[src/rtl/mem_sequencer.sv]
`default_nettype none
// ============================================================================
//  Module   : mem_sequencer
//  Purpose  : Bus-master sequencer for an 8-bit single-port scratch memory.
//             Executes one block command at a time (fill, copy, checksum)
//             behind a start/busy/done handshake. All memory-side outputs
//             are registered, so they stay stable for a whole write cycle.
//  Revision : 1.0 - initial release
// ============================================================================
module mem_sequencer #(
  parameter int ADDR_W = 8,
  parameter int DATA_W = 8
) (
  input  logic              clk,
  input  logic              rst_n,
  input  logic              start,
  input  logic [1:0]        op,
  input  logic [ADDR_W-1:0] src,
  input  logic [ADDR_W-1:0] dst,
  input  logic [ADDR_W-1:0] len,
  input  logic [DATA_W-1:0] fill,
  output logic              busy,
  output logic              done,
  output logic [DATA_W-1:0] result,
  output logic              mem_we,
  output logic [ADDR_W-1:0] mem_address,
  output logic [DATA_W-1:0] mem_wdata,
  input  logic [DATA_W-1:0] mem_rdata
);

  localparam logic [1:0]      c_OP_FILL = 2'b00;
  localparam logic [1:0]      c_OP_COPY = 2'b01;
  localparam logic [1:0]      c_OP_SUM  = 2'b10;
  localparam logic [1:0]      c_OP_NOP  = 2'b11;
  localparam logic [ADDR_W:0] c_IDX_ONE = {{ADDR_W{1'b0}}, 1'b1};

  typedef enum logic [2:0] {
    S_IDLE  = 3'd0,
    S_FILL  = 3'd1,
    S_CP_RD = 3'd2,
    S_CP_WR = 3'd3,
    S_SUM   = 3'd4,
    S_DONE  = 3'd5
  } state_t;

  state_t              r_state;
  logic [ADDR_W-1:0]   r_src;
  logic [ADDR_W-1:0]   r_dst;
  logic [ADDR_W-1:0]   r_len;
  logic [ADDR_W:0]     r_idx;
  logic [DATA_W-1:0]   r_result;
  logic                r_busy;
  logic                r_done;
  logic                r_we;
  logic [ADDR_W-1:0]   r_addr;
  // During FILL this holds the fill byte; during CP_WR it is the copy hold
  // register (byte captured in the preceding CP_RD cycle).
  logic [DATA_W-1:0]   r_wdata;

  logic [ADDR_W:0]     w_idx_nxt;
  logic [ADDR_W:0]     w_len_m1;
  logic                w_last;
  logic                w_degen;
  logic [ADDR_W-1:0]   w_src_nxt;
  logic [ADDR_W-1:0]   w_dst_cur;
  logic [ADDR_W-1:0]   w_dst_nxt;

  // Index arithmetic; address sums wrap naturally at ADDR_W bits.
  assign w_idx_nxt = r_idx + c_IDX_ONE;
  assign w_len_m1  = {1'b0, r_len} - c_IDX_ONE;
  assign w_last    = (r_idx == w_len_m1);
  assign w_degen   = (len == '0) || (op == c_OP_NOP);
  assign w_src_nxt = r_src + w_idx_nxt[ADDR_W-1:0];
  assign w_dst_cur = r_dst + r_idx[ADDR_W-1:0];
  assign w_dst_nxt = r_dst + w_idx_nxt[ADDR_W-1:0];

  // Command FSM; memory-side outputs are loaded one cycle ahead so each
  // state sees its address/data/we already settled in registers.
  always_ff @(posedge clk or negedge rst_n) begin
    if (!rst_n) begin
      r_state  <= S_IDLE;
      r_src    <= '0;
      r_dst    <= '0;
      r_len    <= '0;
      r_idx    <= '0;
      r_result <= '0;
      r_busy   <= 1'b0;
      r_done   <= 1'b0;
      r_we     <= 1'b0;
      r_addr   <= '0;
      r_wdata  <= '0;
    end else begin
      case (r_state)
        S_IDLE: begin
          r_we    <= 1'b0;
          r_wdata <= '0;
          if (start) begin
            r_src    <= src;
            r_dst    <= dst;
            r_len    <= len;
            r_idx    <= '0;
            r_result <= '0;
            r_busy   <= 1'b1;
            if (w_degen) begin
              r_state <= S_DONE;
              r_done  <= 1'b1;
            end else begin
              case (op)
                c_OP_FILL: begin
                  r_state <= S_FILL;
                  r_we    <= 1'b1;
                  r_addr  <= dst;
                  r_wdata <= fill;
                end
                c_OP_COPY: begin
                  r_state <= S_CP_RD;
                  r_addr  <= src;
                end
                default: begin
                  r_state <= S_SUM;
                  r_addr  <= src;
                end
              endcase
            end
          end
        end

        S_FILL: begin
          if (w_last) begin
            r_state <= S_DONE;
            r_done  <= 1'b1;
            r_we    <= 1'b0;
            r_wdata <= '0;
          end else begin
            r_idx  <= w_idx_nxt;
            r_addr <= w_dst_nxt;
          end
        end

        S_CP_RD: begin
          r_state  <= S_CP_WR;
          r_result <= r_result + mem_rdata;
          r_wdata  <= mem_rdata;
          r_we     <= 1'b1;
          r_addr   <= w_dst_cur;
        end

        S_CP_WR: begin
          r_we    <= 1'b0;
          r_wdata <= '0;
          if (w_last) begin
            r_state <= S_DONE;
            r_done  <= 1'b1;
          end else begin
            r_state <= S_CP_RD;
            r_idx   <= w_idx_nxt;
            r_addr  <= w_src_nxt;
          end
        end

        S_SUM: begin
          r_result <= r_result + mem_rdata;
          if (w_last) begin
            r_state <= S_DONE;
            r_done  <= 1'b1;
          end else begin
            r_idx  <= w_idx_nxt;
            r_addr <= w_src_nxt;
          end
        end

        S_DONE: begin
          r_state <= S_IDLE;
          r_done  <= 1'b0;
          r_busy  <= 1'b0;
          r_we    <= 1'b0;
          r_wdata <= '0;
        end

        default: begin
          r_state <= S_IDLE;
          r_done  <= 1'b0;
          r_busy  <= 1'b0;
          r_we    <= 1'b0;
          r_wdata <= '0;
        end
      endcase
    end
  end

  assign busy        = r_busy;
  assign done        = r_done;
  assign result      = r_result;
  assign mem_we      = r_we;
  assign mem_address = r_addr;
  assign mem_wdata   = r_wdata;

endmodule
`default_nettype wire

[config.mk]
export PLATFORM = sky130hd
export DESIGN_NAME = mem_sequencer
export DESIGN_NICKNAME = d
export VERILOG_FILES = /design/src/rtl/mem_sequencer.sv
export SDC_FILE = /design/constraint.sdc
export NUM_CORES = 1
export LEC_CHECK = 0
export CAP_MARGIN = 20
export CORE_MARGIN = 1
export CORE_UTILIZATION = 44
export CTS_CLUSTER_SIZE = 8
export DETAILED_ROUTE_END_ITERATION = 10
export PLACE_DENSITY = 0.77
export SETUP_SLACK_MARGIN = 0.5
export SLEW_MARGIN = 20
export SYNTH_ARGS = -nofsm -noshare
export SYNTH_HDL_FRONTEND = slang
export SYNTH_SLANG_ARGS = --single-unit
export TNS_END_PERCENT = 20
[constraint.sdc]
create_clock -name clk -period 3.56 [get_ports clk]
set_clock_uncertainty 0.2 [all_clocks]
set_input_delay 0.712 -clock clk [delete_from_list [all_inputs] [get_ports clk]]
set_output_delay 0.712 -clock clk [all_outputs]
set_load 0.02 [all_outputs]
==> results.yml <==
die:
  num_rows: 35
  core_area_um2: 9370
  num_io_pins: 72
  die_h_um: 101
  start_util_pct: 45.9
  fp.dieW_um: 101
  dieArea_um2: 10200
yosys:
  synth_top_area_cell: "dfrtp_1"
  yosys.cell_count.top_type: "dfrtp_1"
  synth-async-reset-ratio_pct: 100
  netlist_instances: 440
  ys_ff_latch: 63
  synthMuxAreaShare_pct: 10.8
  synth_xor_area_share_pct: 6.89
  synth_compound_area_share_pct: 19.2
  synth.top_cells.by_count: "dfrtp_1, nand2_1, mux2_2"
  synth_edf_count: 0
  synthDistinctLibCells: 58
  synthAdderAreaFrac_pct: 8.08
  synth_area_per_cell_um2: 9.78
  synth_fp_nets: 511
  yosys_warnings: 0
  yosys_most_used_dff: "dfrtp_1"
  synth_top_family_by_area: "compound AO/OA/AOI/OAI gates"
  yosys.area_share.simple_pct: 14.5
  yosysTopAreaCellShare_pct: 36.6
  yosys-top-cells-area: "dfrtp_1, mux2_2, ha_1"
  yosysSeqAreaShare_pct: 36.6
  netlist_area_um2: 4300
clock_tree:
  cts_buffer_depth: 2
  cts_tree: "built"
  cts_root_buf: "clkbuf_8"
  numCtsBuffers: 9
  path_clk_slew_ps: 80
  cts_sinks: 63
  htreeDepth: 3
  clkLatencyLatePin_ps: 360
drt:
  wl_per_cell_um: 17.5
  drc: 0
  viasPerCell: 5.76
  vias: 3766
  first_pass_iters: 5
  drt_iter0_markers: 131
  ant_nets: 0
  routed_wl_mm: 11.5
critical_path:
  cp.required_ps: 3600
  r2r_cells: 12
  cp-endpoint: "mem_address[6]"
  crit_start: "r_state[0]"
  r2r_slack_ps: 360
  criticalPathCategory: "flip-flop to flip-flop"
  reg2reg_from: "r_state[0]"
  rr_endpoint: "mem_address[6]"
  worstPathArrival_ps: 3240
  startpoint_type: "flip-flop"
  cp-end-kind: "flip-flop"
  cp_max_fo: 5
timing:
  max_slew.worst_pin.slew_ps: 766
  clock.fmax_mhz: 313
  hold_viol: 0
  setup_violations: 0
  period_share_pct: 89.8
  layout_min_cycle_time_ps: 3200
  maxSlewHeadroom_pct: 47.6
  drv_slew: 0
  whs_ps: 186
  rsz0062_at_grt: "true"
  finalSetupTns_ps: 0
power:
  finalPower_mw: 5.51
  ir_worst_vdd_v: 0.000411
  p_per_area_nw_per_um2: 996
  p_leak_nw: 2.39
final_layout:
  final_nets: 591
  fillCellCount: 847
  drive_gt1_share_pct: 17.9
  synthToLayoutAreaGrowth_pct: 28.5
  multi_input_area_um2: 2640
  antennaDiodeCount: 0
  seq_area_um2: 1580
  finish.utilization_pct: 59.0
job:
  max_cap_viol_count: 0
global_route:
  grt_antenna_before_repair: 0
  grt_usage_pct: 23.7
  grt_pass1_vias: 3779
  grt_pass1_wl_mm: 18.6
  grt_max_degree: 35
  grt.overflow.total: 0
placed_design:
  portBuffers: 71
  dpl.hpwl_mm: 8.44
  routabilityCongestion: 0.884
run_status:
  status: "finished clean"
hold_path:
  hold_path_class: "input pin to async pin"
==> cell families (layout without fill, tap and decap cells) <==
group,count (synthesis),in the layout
AO/OA/AOI/OAI,117,117
flip-flops,63,63
XOR/XNOR,33,33
adder cells (fa/ha/maj),26,26
multiplexers,42,42
AND/OR/NAND/NOR,121,121
buffers and inverters,38,123
==> metrics by stage <==
step | instance area, um^2 | setup slack (ps) | std cells
2_1_floorplan | 4360 | 348 | 440
3_3_place_gp | 5230 | 351 | 634
3_5_place_dp | 5230 | 228 | 634
4_1_cts | 5520 | 417 | 654
5_1_grt | 5530 | 303 | 654
6_report | 5530 | 362 | 654
==> where the power goes <==
group | switching [mW] | total [mW] | internal [mW]
Clock | 0.302 | 0.720 | 0.418
Sequential | 0.381 | 1.43 | 1.05
Combinational | 1.69 | 3.36 | 1.67
==> layer usage <==
metal | vias up | wire, um | track usage (%)
met5 | - | 0 | 0
met4 | 0 | 208 | 7.69
met3 | 22 | 605 | 6.10
met2 | 115 | 5740 | 41.6
met1 | 1843 | 4910 | 28.2
li1 | 1786 | - | -
==> sequential cells by signal (all words and copies together) (netlist names) <==
register     flops
done             1
r_dst            8
result           8
busy             1
r_src            8
r_len            8
r_state          3
mem_address      8
mem_wdata        8
mem_we           1
r_idx            9
==> layout by cell type, fill, tap and decap left out, types with 18 or more instances in the layout <==
cell,netlist,routed
nor2_1,23,22
mux2_2,36,34
clkdlybuf4s50_1,0,70
ha_1,23,22
nand2_1,37,37
buf_4,3,18
a21oi_1,31,27
xnor2_1,20,20
dfrtp_1,63,63
==> final cells by class <==
class / count / area share, %
repair buffers: 91 / 15.8
multi-input cells: 339 / 47.7
well taps: 129 / 2.92
clock inverters: 4 / 1.40
flip-flops and latches: 63 / 28.5
inverters: 16 / 1.09
clock buffers: 12 / 2.62
==> worst max-delay path, cell delays in order (launching register included) <==
cell     delay [ps]
dfrtp_1         430
nor2b_4         160
a22o_4          250
buf_6           140
mux2_4          310
fa_2            400
a21oi_2         160
o21ai_2          90
a21o_1          170
a21oi_2         120
xnor2_1          80
a221o_1         310
mux2_2          260
==> what timing repair did <==
action / 4_1_cts / 5_1_grt
setup endpoints to repair: 8 / 14
pin swaps: 6 / 1
buffers inserted: 4 / 0
gates resized for setup: 5 / 3
hold buffers: 0 / 0
==> worst min path at each step <==
stage | slack, ps | end | cells past startpoint
finish | 190 | r_idx[1] | 2
global route | 210 | r_len[0] | 2
CTS | 190 | r_len[0] | 2
detailed placement | 300 | mem_address[1] | 1
global placement | 290 | mem_address[1] | 1
floorplan | 220 | busy | 0
No activity file was read; power rests on OpenSTA's default activity.
